`src/rtl/mem_access_unit.sv`:
```
// mem_access_unit: turns CPU byte/half/word load/store requests into 32-bit word
// accesses on a RAM without byte enables. Sub-word stores are read-modify-write;
// misaligned or reserved-size requests are answered with an error and never touch RAM.
//
// Handshake: a request is accepted on a rising edge where req_valid & req_ready;
// req_ready is high only in IDLE, and request fields are latched on that edge.
// Completion is a single-cycle rsp_valid pulse (qualified by rsp_err) with no
// backpressure; the next request can be accepted one cycle after the pulse.
module mem_access_unit #(
   parameter int RD_LAT = 2
) (
   input  logic        clk,
   input  logic        clrn,
   input  logic        req_valid,
   output logic        req_ready,
   input  logic        req_we,
   input  logic [1:0]  req_size,
   input  logic        req_signed,
   input  logic [31:0] req_addr,
   input  logic [31:0] req_wdata,
   output logic        rsp_valid,
   output logic        rsp_err,
   output logic [31:0] rsp_rdata,
   output logic        mem_we,
   output logic [31:0] mem_addr,
   output logic [31:0] mem_datain,
   input  logic [31:0] mem_dataout,
   output logic [2:0]  o_dbg_state
);

   localparam int CNT_W = (RD_LAT < 2) ? 1 : $clog2(RD_LAT + 1);
   // Loads capture the read word on the RD_LAT-th edge after the address goes out.
   // Sub-word stores capture one edge later; that edge is the merge slot in their
   // RD_LAT+3 turnaround (the RAM keeps driving the same word since mem_addr holds).
   localparam logic [CNT_W-1:0] CNT_LOAD  = CNT_W'(RD_LAT - 1);
   localparam logic [CNT_W-1:0] CNT_STORE = CNT_W'(RD_LAT);

   typedef enum logic [2:0] {
      ST_IDLE  = 3'd0,
      ST_READ  = 3'd1,
      ST_WRITE = 3'd2,
      ST_RESP  = 3'd3,
      ST_ERR   = 3'd4
   } state_t;

   state_t            r_state;
   state_t            w_next_state;
   logic [CNT_W-1:0]  r_cnt;
   logic              r_we;
   logic [1:0]        r_size;
   logic              r_signed;
   logic [1:0]        r_lane;
   logic [15:0]       r_wdata;
   logic [31:0]       r_rdata;
   logic              r_mem_we;
   logic [31:0]       r_mem_addr;
   logic [31:0]       r_mem_datain;

   logic              w_req_misaligned;
   logic [7:0]        w_lane_byte;
   logic [15:0]       w_lane_half;
   logic [31:0]       w_load_word;
   logic [31:0]       w_merged;

   // Alignment check on the incoming request; reserved size counts as misaligned.
   always_comb begin
      w_req_misaligned = 1'b0;
      case (req_size)
         2'b00:   w_req_misaligned = 1'b0;
         2'b01:   w_req_misaligned = req_addr[0];
         2'b10:   w_req_misaligned = |req_addr[1:0];
         default: w_req_misaligned = 1'b1;
      endcase
   end

   // State register.
   always_ff @(posedge clk or negedge clrn) begin
      if (!clrn) r_state <= ST_IDLE;
      else       r_state <= w_next_state;
   end

   // Next-state logic.
   always_comb begin
      w_next_state = r_state;
      case (r_state)
         ST_IDLE: begin
            if (req_valid) begin
               if (w_req_misaligned)                   w_next_state = ST_ERR;
               else if (req_we && req_size == 2'b10)   w_next_state = ST_WRITE;
               else                                    w_next_state = ST_READ;
            end
         end
         ST_READ: begin
            if (r_cnt == '0) w_next_state = r_we ? ST_WRITE : ST_RESP;
         end
         ST_WRITE: w_next_state = ST_RESP;
         ST_RESP:  w_next_state = ST_IDLE;
         ST_ERR:   w_next_state = ST_IDLE;
         default:  w_next_state = ST_IDLE;
      endcase
   end

   // Lane extraction (loads) and lane merge (sub-word stores) on the read word.
   always_comb begin
      w_lane_byte = mem_dataout[7:0];
      case (r_lane)
         2'd0: w_lane_byte = mem_dataout[7:0];
         2'd1: w_lane_byte = mem_dataout[15:8];
         2'd2: w_lane_byte = mem_dataout[23:16];
         2'd3: w_lane_byte = mem_dataout[31:24];
         default: w_lane_byte = mem_dataout[7:0];
      endcase
      w_lane_half = r_lane[1] ? mem_dataout[31:16] : mem_dataout[15:0];

      w_load_word = mem_dataout;
      case (r_size)
         2'b00:   w_load_word = {{24{r_signed & w_lane_byte[7]}}, w_lane_byte};
         2'b01:   w_load_word = {{16{r_signed & w_lane_half[15]}}, w_lane_half};
         default: w_load_word = mem_dataout;
      endcase

      w_merged = mem_dataout;
      if (r_size == 2'b00) begin
         case (r_lane)
            2'd0: w_merged[7:0]   = r_wdata[7:0];
            2'd1: w_merged[15:8]  = r_wdata[7:0];
            2'd2: w_merged[23:16] = r_wdata[7:0];
            2'd3: w_merged[31:24] = r_wdata[7:0];
            default: w_merged = mem_dataout;
         endcase
      end else if (r_size == 2'b01) begin
         if (r_lane[1]) w_merged[31:16] = r_wdata[15:0];
         else           w_merged[15:0]  = r_wdata[15:0];
      end
   end

   // Request latch, read counter, RAM port registers and response data.
   always_ff @(posedge clk or negedge clrn) begin
      if (!clrn) begin
         r_cnt        <= '0;
         r_we         <= 1'b0;
         r_size       <= 2'b00;
         r_signed     <= 1'b0;
         r_lane       <= 2'b00;
         r_wdata      <= '0;
         r_rdata      <= '0;
         r_mem_we     <= 1'b0;
         r_mem_addr   <= '0;
         r_mem_datain <= '0;
      end else begin
         // Write enable is high exactly for the single cycle spent in WRITE.
         r_mem_we <= (w_next_state == ST_WRITE);
         case (r_state)
            ST_IDLE: begin
               if (req_valid) begin
                  r_we     <= req_we;
                  r_size   <= req_size;
                  r_signed <= req_signed;
                  r_lane   <= req_addr[1:0];
                  r_wdata  <= req_wdata[15:0];
                  if (w_req_misaligned) begin
                     r_rdata <= '0;
                  end else begin
                     r_mem_addr <= {req_addr[31:2], 2'b00};
                     r_cnt      <= req_we ? CNT_STORE : CNT_LOAD;
                     if (req_we && req_size == 2'b10) r_mem_datain <= req_wdata;
                  end
               end
            end
            ST_READ: begin
               if (r_cnt != '0)  r_cnt        <= r_cnt - CNT_W'(1);
               else if (r_we)    r_mem_datain <= w_merged;
               else              r_rdata      <= w_load_word;
            end
            ST_WRITE: r_rdata <= '0;
            default: ;
         endcase
      end
   end

   assign req_ready   = (r_state == ST_IDLE);
   assign rsp_valid   = (r_state == ST_RESP) || (r_state == ST_ERR);
   assign rsp_err     = (r_state == ST_ERR);
   assign rsp_rdata   = r_rdata;
   assign mem_we      = r_mem_we;
   assign mem_addr    = r_mem_addr;
   assign mem_datain  = r_mem_datain;
   assign o_dbg_state = r_state;

endmodule
```
`config.mk`:
```
export PLATFORM = sky130hd
export DESIGN_NAME = mem_access_unit
export DESIGN_NICKNAME = d
export VERILOG_FILES = /design/src/rtl/mem_access_unit.sv
export SDC_FILE = /design/constraint.sdc
export NUM_CORES = 1
export LEC_CHECK = 0
export BUFFER_PORTS_ARGS = -buffer_cell sky130_fd_sc_hd__buf_4
export CORE_MARGIN = 3
export CORE_UTILIZATION = 52
export DETAILED_ROUTE_END_ITERATION = 12
export PLACE_DENSITY = 0.77
export SYNTH_ARGS = -nofsm -noshare
export SYNTH_HDL_FRONTEND = slang
export SYNTH_SLANG_ARGS = --single-unit
```
`constraint.sdc`:
```
create_clock -name clk -period 2.25 [get_ports clk]
set_clock_uncertainty 0.05 [all_clocks]
set_input_delay 0.225 -clock clk [delete_from_list [all_inputs] [get_ports clk]]
set_output_delay 0.225 -clock clk [all_outputs]
set_load 0.02 [all_outputs]
```
==> impl_results.md <==
* Status: finished, final reports clean
* CTS clock-pin slew for the worst setup and hold paths at 0.06 ns
* Worst slack after detailed placement at 0.09717 ns
* Initial antenna violation count at 0
* Violation count after the first detailed-route iteration at 768
* Arrival time worst endpoint at 2.41 ns
* Boundary Pins at 206
* Max cap viols at 0
* Congestion Overflow GR at 0
* Root Buffer Master: sky130_fd_sc_hd__clkbuf_16
* Highest Clock Rate at 461.3 MHz
* VDD IR-drop max at 986.9 uV
* Kind of end point of the critical path: flip-flop
* LEAKAGE at 4.276 nW
* Fin nets at 926
* Initial Utilization at 53.88%
* Sequential element share of the synthesized area at 46.59%
* Worst relative slew slack at 47.60%
* RSZ-0062 raised after global routing: false
* First-pass GRT wire length at 33550 um
* Average size of a mapped cell at 11.11 sq um
* Max H-tree Level at 4
* Routed wire length per instance at 21.27 um
* Count of placed standard cells in the final layout, fillers left out at 999
* Final weighted congestion of routability-driven global placement at 0.9419
* TritonCTS clock tree: built
* Vias post-DR at 6157
* Distinct cells, synth at 59
* Vias in the first global route at 6289
* Routed WL at 21250 um
* Fraction of layout cells with a size suffix above 1 at 43.92%
* Antenna diode count at 0
* Primary FF master, synth: sky130_fd_sc_hd__dfrtp_1
* Type of the worst min-delay path: input pin to flip-flop
* Slew of the pin with the lowest slew margin at 0.7844 ns
* Time the worst path needs with I/O delays and setup at 2.168 ns
* Number of endpoints failing setup at the final stage at 0
* Global routing usage summed across all routing layers at 30.55%
* Synth Instances at 590
* Synthesized cell area at 6553 sq um
* TritonRoute pass-1 iters at 6
* DIE AREA at 13980 sq um
* Growth of design area from synthesis to finish at 40.86%
* Power per Cell Area at 1512 nW/um^2
* Drc violations at 0
* CP Data Required Time at 2.50 ns
* Hold violation total from the final report at 0
* Path type of the worst setup path: flip-flop to flip-flop
* Smallest setup slack after layout at 0.08240 ns
* Routed via count divided by cell count at 6.163
* Vertical die dimension at 118.3 um
* Die boundary width at 118.3 um
* Max FO, Critical Path at 23
* Longest Clk Path Bufs at 2
* TritonCTS Sinks at 122
* Syn. warnings at 0
* Placeable core area at 12160 sq um
* Final-report max-slew violation count at 0
* Share of the cycle needed by the critical path after routing at 96.34%
* Flip-flop and latch count after synthesis at 122
* Placement Rows at 40
* CTS buffer count at 17
* Clock Latency Late Sink at 0.42 ns
* Estimated wirelength of the detail-placed design at 14440 um
* Placed cells at 935
* Sum Neg Setup Slack at 0 ns
* Number of buffers added on ports at 203
* Count of filler cells inserted in the layout at 813
* Final core area utilization at 75.90%
* Final ANT Viol Nets at 0
* Maximum number of pins on one net before global-route repair at 123
* Number of enable flip-flop cells after synthesis at 0
* Post CTS Setup Buffer Count at 0
* Share of flip-flops with an asynchronous set or reset at 100.0%
* Startpoint class of the critical path: flip-flop
-- layout make-up --
cell class              instances  area, sq um  share of cell area (%)
clock buffers                  19        442.9                   4.799
clock inverters                 9        150.1                   1.627
inverters                      17        68.82                  0.7456
multi-input cells             392         3141                   34.02
flip-flops and latches        122         3053                   33.08
well taps                     168        210.2                   2.277
repair buffers                272         2165                   23.45
-- per-stage QoR --
stage | total power [mW] | hold WS, ns | instance area (sq um)
5_1_grt | 14.68 | 0.00006206 | 9230
3_3_place_gp | 10.73 | 0.3113 | 8267
3_5_place_dp | 10.95 | 0.3261 | 8267
6_report | 13.95 | 0.007244 | 9230
2_1_floorplan | 8.343 | -0.1206 | 6556
4_1_cts | 13.83 | 0.0005290 | 9220
-- repair_timing --
action	CTS	global route
setup endpoints to repair	0	54
hold endpoints to repair	157	0
hold buffers	36	0
resized for setup	0	3
-- critical path, stage by stage (launching register included) --
cell                       delay, ns
sky130_fd_sc_hd__dfrtp_1        0.47
sky130_fd_sc_hd__buf_4          0.25
sky130_fd_sc_hd__or3b_1         0.43
sky130_fd_sc_hd__buf_4          0.24
sky130_fd_sc_hd__a21oi_1        0.14
sky130_fd_sc_hd__o211ai_1       0.15
sky130_fd_sc_hd__a32o_1         0.31
-- state kept, by name, indices dropped and copies added, names as in the netlist --
| signal | cells |
|---|---|
| mem_addr | 30 |
| mem_datain | 32 |
| mem_we | 1 |
| o_dbg_state | 3 |
| r_cnt | 2 |
| r_lane | 2 |
| r_signed | 1 |
| r_size | 2 |
| r_wdata | 16 |
| r_we | 1 |
| rsp_rdata | 32 |
-- final timing paths --
check | start | end | slack, ns | depth (start not counted)
max reg2reg | o_dbg_state[2] | mem_datain[13] | 0.08 | 6
min in group asynchronous | clrn | mem_datain[20] | 0.33 | 3
min reg2reg | rsp_rdata[13] | rsp_rdata[13] | 0.44 | 1
max | o_dbg_state[2] | mem_datain[13] | 0.08 | 6
max in group asynchronous | clrn | r_wdata[6] | 1.21 | 3
min | req_addr[21] | mem_addr[21] | 0.007 | 2
-- power by group --
group | switching, mW | internal (mW)
clock | 0.943 | 1.85
combinational | 3.89 | 3.24
sequential | 0.835 | 3.20
total | 5.67 | 8.29
-- Yosys cell counts, types with 8 or more instances --
cell type                   number  share of area [%]
sky130_fd_sc_hd__o21ai_0        26                2.0
sky130_fd_sc_hd__buf_2          23                1.8
sky130_fd_sc_hd__nand3_1        17                1.3
sky130_fd_sc_hd__a221o_2         9                1.5
sky130_fd_sc_hd__clkbuf_1       21                1.2
sky130_fd_sc_hd__nand2_1        10               0.57
sky130_fd_sc_hd__o22a_1          8                1.1
sky130_fd_sc_hd__a211o_1         8                1.1
sky130_fd_sc_hd__and3_1          9               0.86
sky130_fd_sc_hd__nor2_1         37                2.1
sky130_fd_sc_hd__inv_1          16               0.92
sky130_fd_sc_hd__o211ai_1        9                1.0
sky130_fd_sc_hd__a221o_1        13                2.0
sky130_fd_sc_hd__dfrtp_1       122                 47
sky130_fd_sc_hd__a21oi_1        23                1.8
sky130_fd_sc_hd__mux2_2         76                 13
sky130_fd_sc_hd__o2bb2ai_1       9                1.2
sky130_fd_sc_hd__mux2i_1        17                2.6
sky130_fd_sc_hd__a31oi_1        17                1.6
sky130_fd_sc_hd__o221ai_1        8                1.1
sky130_fd_sc_hd__nor3_1          9               0.69
-- cell families (layout without fill, tap and decap cells) --
group	after synthesis	after routing	synth area share [%]
buffers and inverters	77	317	5.862
AND/OR/NAND/NOR	108	108	8.593
AO/OA/AOI/OAI	185	185	22.36
other	1	2	0.05723
multiplexers	96	96	16.35
adder cells (fa/ha/maj)	1	1	0.1909
flip-flops	122	122	46.59
-- layout by cell type, fill, tap and decap left out, types with 13 or more instances in the layout --
cell and count:
sky130_fd_sc_hd__inv_1 16, sky130_fd_sc_hd__o21ai_0 26, sky130_fd_sc_hd__nor2_1 37, sky130_fd_sc_hd__a221o_1 13
sky130_fd_sc_hd__nand3_1 17, sky130_fd_sc_hd__dlygate4sd3_1 36, sky130_fd_sc_hd__a31oi_1 17, sky130_fd_sc_hd__dfrtp_1 122
sky130_fd_sc_hd__clkbuf_16 17, sky130_fd_sc_hd__mux2_2 76, sky130_fd_sc_hd__mux2i_1 17, sky130_fd_sc_hd__a21oi_1 23
sky130_fd_sc_hd__buf_4 233
-- metal layers --
layer  up-vias  GRT usage (%)  wire, um
li1       2713              -         -
met1      3028          36.75      8067
met2       364          51.05     10500
met3        52          9.282      2049
met4         0          12.67       626
met5         -              0         0
Power figures use the tool's default switching activity.
